--- config.mk ---
export PLATFORM = sky130hd
export DESIGN_NAME = modulo_controlador_contador_7_bits
export DESIGN_NICKNAME = d
export VERILOG_FILES = /design/src/rtl/modulo_controlador_contador_7_bits.sv
export SDC_FILE = /design/constraint.sdc
export NUM_CORES = 1
export LEC_CHECK = 0
export ABC_AREA = 1
export CAP_MARGIN = 20
export CORE_UTILIZATION = 45
export DETAILED_ROUTE_END_ITERATION = 8
export DONT_BUFFER_PORTS = 1
export PLACE_DENSITY_LB_ADDON = 0.3
export SLEW_MARGIN = 30
export SYNTH_ARGS = -nofsm -noshare
export SYNTH_HDL_FRONTEND = slang
export SYNTH_SLANG_ARGS = --single-unit
--- constraint.sdc ---
create_clock -name clk -period 1.8 [get_ports clk]
set_clock_uncertainty 0.05 [all_clocks]
set_input_delay 0.18 -clock clk [delete_from_list [all_inputs] [get_ports clk]]
set_output_delay 0.18 -clock clk [all_outputs]
set_load 0.01 [all_outputs]
--- src/rtl/modulo_controlador_contador_7_bits.sv ---
// Sequencer for a 7-bit ascending counter: clears it, enables it for a
// programmed number of edges (1..128), supports pause/abort and pulses
// fim for one cycle when the run completes.
module modulo_controlador_contador_7_bits (
    input  logic       clk,
    input  logic       clr,
    input  logic       start,
    input  logic       pause,
    input  logic       stop,
    input  logic [6:0] limite,
    input  logic [6:0] q_contador,
    output logic       en_contador,
    output logic       clr_contador,
    output logic       fim,
    output logic       ocupado,
    output logic [2:0] estado
);

    // One-hot state: each bit is its own flop so the counter-facing
    // outputs can be taken straight from a register bit.
    typedef enum logic [4:0] {
        S_OCIOSO    = 5'b00001,
        S_LIMPANDO  = 5'b00010,
        S_CONTANDO  = 5'b00100,
        S_PAUSADO   = 5'b01000,
        S_CONCLUIDO = 5'b10000
    } state_t;

    state_t     state_q;
    logic [6:0] limite_q;
    logic       term;

    // Last counting cycle: the counter is one below the limit. The 7-bit
    // wrap makes a limit of 0 terminate at q = 127, i.e. a 128-count run.
    assign term = (q_contador == (limite_q - 7'd1));

    // State transitions in priority order; limit latched only on run start.
    always_ff @(posedge clk or posedge clr) begin
        if (clr) begin
            state_q  <= S_OCIOSO;
            limite_q <= 7'd0;
        end else begin
            case (state_q)
                S_OCIOSO: begin
                    if (start) begin
                        state_q  <= S_LIMPANDO;
                        limite_q <= limite;
                    end
                end
                S_LIMPANDO: begin
                    if (stop) state_q <= S_OCIOSO;
                    else      state_q <= S_CONTANDO;
                end
                S_CONTANDO: begin
                    if (stop)       state_q <= S_OCIOSO;
                    else if (term)  state_q <= S_CONCLUIDO;
                    else if (pause) state_q <= S_PAUSADO;
                end
                S_PAUSADO: begin
                    if (stop)        state_q <= S_OCIOSO;
                    else if (!pause) state_q <= S_CONTANDO;
                end
                S_CONCLUIDO: state_q <= S_OCIOSO;
                // Any corrupted encoding falls back to idle.
                default:     state_q <= S_OCIOSO;
            endcase
        end
    end

    // Counter controls and completion pulse come directly from state flops.
    assign clr_contador = state_q[1];
    assign en_contador  = state_q[2];
    assign fim          = state_q[4];
    assign ocupado      = ~state_q[0];

    // Binary state code for debug/display.
    always_comb begin
        estado = 3'd0;
        case (state_q)
            S_OCIOSO:    estado = 3'd0;
            S_LIMPANDO:  estado = 3'd1;
            S_CONTANDO:  estado = 3'd2;
            S_PAUSADO:   estado = 3'd3;
            S_CONCLUIDO: estado = 3'd4;
            default:     estado = 3'd0;
        endcase
    end

endmodule

# Word level (Yosys, flattened, before mapping)
# Index checks and enable logic that the tools add are counted.
# totals
elab_cells	24
ff_bits	12
in_bits	19
output_inout_bits	7
# op_classes
reduce_logical	2
bitwise_logic	1
addsub	1
muxes	9
n_eq_ne	9
# ops
op	n
$mux W5	6
$pmux W5 S4	1
$pmux W3 S4	1
$eq A7 B7 Y1	1
$sub A7 B1 Y7 const B	1
$eq A5 B1 Y1 const B	1
$eq A5 B2 Y1 const B	1
$eq A5 B3 Y1 const B	1
$eq A5 B4 Y1 const B	1
$eq A5 B5 Y1 const B	1
$ne A4 B4 Y1 const B	1
$mux W3	1
$ne A3 B3 Y1 const B	1
$reduce_and A3 Y1	1
$ne A2 B2 Y1 const B	1
$reduce_and A2 Y1	1
$not A1 Y1	1

# Longest topological paths before layout
# logic_depth
word_depth	5
ltp_mapped	13
ltp_nobuf	13

# Worst setup path after synthesis
# OpenSTA, ideal clock, no wires.
# synth_path
path_kind	register -> register
start	reg limite_q[0]
end	reg state_q[2]
path_slack_ns	0.230
setup_ns	0.121
required_time_ns	1.629
n_path_buf	0
path_stages_with_launch	14
t_arrival_ns	1.399
period_less_slack_ns	1.570
cell_sequence	dfrtp_1 -> inv_1 -> ha_1 -> inv_1 -> nand2_1 -> nand2_1 -> nand2_1 -> nand2_1 -> nor2_1 -> nand2_1 -> nor2_1 -> nand2_2 -> nand3_1 -> a21oi_1
# synth_between
elab_chain_len	5
elab_cells_between_ends	7
cone_classes	add/sub: 1; eq/ne: 2; mux: 3; reduce/logical: 1
# synth_rtl
element	line	source
from (decl)	30	logic [6:0] limite_q;
from (signal assigned)	47	limite_q <= limite;
$sub A7 B1 Y7 (*)	35	assign term = (q_contador == (limite_q - 7'd1));
$eq A7 B7 Y1 (*)	35	
$mux W5	56	else if (term) state_q <= S_CONCLUIDO;
$mux W5	55	if (stop) state_q <= S_OCIOSO;
$pmux W5 S4	43	case (state_q)
to (signal assigned)	55	
to (signal assigned)	56	
to (signal assigned)	57	else if (pause) state_q <= S_PAUSADO;
to (decl)	29	state_t state_q;
# Every way passes the cells marked *; elsewhere a longest branch is shown, timed or not.
# A chain may end at the register's enable or synchronous reset.

# Worst setup path in the final report
# layout_path
start	reg state_q[0]
end	out estado[0]
# layout_between
elab_chain_len	2
elab_cells_between_ends	5
cone_classes	eq/ne: 4; mux: 1
# layout_rtl
element	line	source
from (signal assigned)	40	state_q <= S_OCIOSO;
from (signal assigned)	46	state_q <= S_LIMPANDO;
from (signal assigned)	51	if (stop) state_q <= S_OCIOSO;
$eq A5 B5 Y1 (tied with other cells)	79	case (state_q)
$pmux W3 S4 (*)	79	
to (decl)	16	output logic [2:0] estado
# Marks and branches as above.

==> impl_metrics.env <==
export IMPL_cts_tree="done"
export IMPL_grt_pass1_vias=725
export IMPL_yosysTopAreaCell="dfrtp_1"
export IMPL_htreeDepth=1
export IMPL_vias_per_cell=4.85
export IMPL_yosysTopAreaCellShare_pct=33.4
export IMPL_synth_area_leaders="dfrtp_1, nand2_1, inv_1, nand3_1, nor2_1"
export IMPL_gp_congestion=0.792
export IMPL_gr_total_overflow=0
export IMPL_finalMaxSlewViolations=0
export IMPL_syn_area_sq_um=823
export IMPL_antenna_left=0
export IMPL_synth_seq_cells=12
export IMPL_timing_rr_end="state_q[2]"
export IMPL_max_freq_mhz=607
export IMPL_min_period_ns=1.65
export IMPL_rsz0062_at_grt="false"
export IMPL_fill_cells=180
export IMPL_synth_cells=122
export IMPL_grt_pass1_wl_um=2820
export IMPL_initial_utilization_pct=47.7
export IMPL_dieHeight_um=44.8
export IMPL_drt_iter0_markers=27
export IMPL_setup_tns_ns=0
export IMPL_cp_required_ns=1.57
export IMPL_hp_start="stop"
export IMPL_antenna_found_initial=0
export IMPL_crit_path_end_kind="output port"
export IMPL_worstPathMaxFanout=3
export IMPL_synth_warnings=0
export IMPL_fin_crit_sh_pct=91.6
export IMPL_total_power_w=0.00141
export IMPL_ys_seq_area_share_pct=36.6
export IMPL_dr_pass1_iters=5
export IMPL_postSynthAreaPerCell_sq_um=6.75
export IMPL_antenna_cells=0
export IMPL_cts_root_buf="clkbuf_4"
export IMPL_yosys_top_cells_count="nand2_1, inv_1, dfrtp_1, nor2_1, nand3_1"
export IMPL_port_buffers=0
export IMPL_synth_edf_count=0
export IMPL_reg2reg_slack_ns=0.23
export IMPL_netlist_cell_type_count=21
export IMPL_cts_buffers=3
export IMPL_crit_reg2reg_launch="limite_q[1]"
export IMPL_cp_start_kind="register"
export IMPL_synth_async_reset_ratio_pct=100
export IMPL_hold_path_end="state_q[0]"
export IMPL_ios=26
export IMPL_tightestPinTransition_ns=0.553
export IMPL_hold_path_depth=2
export IMPL_finalHoldViolations=0
export IMPL_grt_usage_pct=19.8
export IMPL_synth_flop_cell="dfrtp_1"
export IMPL_die_area_sq_mm=0.00200
export IMPL_vias=781
export IMPL_dpl_hpwl_um=1300
export IMPL_synth_nets=142
export IMPL_rr_worst_depth=10
export IMPL_fp_dieW_um=44.8
export IMPL_drive_gt1_share_pct=13.2
export IMPL_rows=15
export IMPL_worstPathArrival_ns=1.42
export IMPL_clock_latency_ns=0.27
export IMPL_ctsLongestPathBuffers=2
export IMPL_grt_start_max_net_pins=13
export IMPL_nNetsFinal=157
export IMPL_yosysMostFrequentCell="nand2_1"
export IMPL_slew_headroom_pct=62.8
export IMPL_wl_per_cell_um=10.9
export IMPL_drc=0
export IMPL_post_route_util_pct=57.5
export IMPL_synthToLayoutAreaGrowth_pct=20.5
export IMPL_setup_viol=0
export IMPL_path_clk_slew_ns=0.07
export IMPL_coreArea_sq_mm=0.00173
export IMPL_cts_sinks=12
export IMPL_power_density_mw_per_mm2=1420
export IMPL_status="completed"
export IMPL_ir_drop_v=0.000675
export IMPL_hold_path_class="in -> reg"
export IMPL_cap_violations=0
export IMPL_cellLeakagePower_nw=0.521
export IMPL_worstSetupPathType="reg -> out"
export IMPL_wl_um=1760
-- worst max path at each step --
stage,endpoint,startpoint,cells past startpoint
after floorplan,state_q[2],limite_q[0],13
after global placement,state_q[3],limite_q[1],13
after detailed placement,state_q[2],limite_q[1],13
after CTS,estado[0],state_q[0],5
after global routing,state_q[2],limite_q[1],10
final,estado[0],state_q[0],5
-- critical path, cell delays in order (launching register included) --
cell     delay (ns)
dfstp_2        0.37
inv_1          0.15
nand2_1        0.14
nor4_2         0.26
nor2_1         0.10
inv_1          0.13
-- layout make-up --
cell class                 instances  area, sq um  share of cell area, %
inverter                          20         75.1                   7.57
clock buffer                       4         36.3                   3.66
timing repair buffer              11          108                   10.8
multi-input combinational         89          440                   44.4
sequential                        12          302                   30.4
tap                               25         31.3                   3.15
-- stage by stage --
stage          area [sq um]  worst slack (ns)  hold WS [ns]  cells
2_1_floorplan           823             0.230      -0.00602    122
4_1_cts                 987             0.151       0.00212    161
3_5_place_dp            851             0.184        0.0508    147
6_report                992             0.152       0.00943    161
3_3_place_gp            851             0.230        0.0475    147
5_1_grt                 992           0.00209        0.0188    161
-- registers in the layout, summed over array words and instances, names as in the netlist --
signal,count
limite_q,7
state_q,5
-- kinds of logic (layout without fill, tap and decap cells) --
group                      after synthesis  count (layout)  share of synthesized area [%]
xor gates and xnor gates                 3               3                           3.19
adders and majority gates                1               1                           1.52
AOI/OAI and AO/OA                        6               6                           3.95
buffers and inverters                   21              35                           10.5
DFF                                     12              12                           36.6
and+or+nand+nor                         79              79                           44.2
-- cells in the final DEF, fill, tap and decap left out, types with 2 or more instances in the layout --
cell           instances
nand4_1                3
nor2_1                10
nor2_2                 3
dlygate4sd3_1         10
nand3b_1               3
nand2_2                3
inv_2                  2
dfrtp_1               11
xor2_1                 3
nor3_2                 2
clkbuf_4               3
nand2_1               43
o21ai_0                4
nand3_1                9
inv_1                 18
-- per-layer routing --
layer  share of wire [%]  global-route usage (%)  up-vias
met1                  46                    26.6      341
met3                 6.3                    4.40        4
li1                    -                       -      410
met4                 1.4                    7.27        0
met5                   0                       0        -
met2                  47                    31.8       26
-- where the power goes --
part           leakage, nW  total, W  internal [W]  switching, W
clock network       0.0210  0.000213      0.000123     0.0000900
logic                0.348  0.000720      0.000271      0.000449
registers            0.152  0.000477      0.000375      0.000102
-- what timing repair did --
item,CTS,global route
hold endpoints to repair,20,0
setup endpoints to repair,0,2
gates resized for setup,0,3
hold buffers,10,0
setup buffers,0,0
Power figures use the tool's default switching activity.
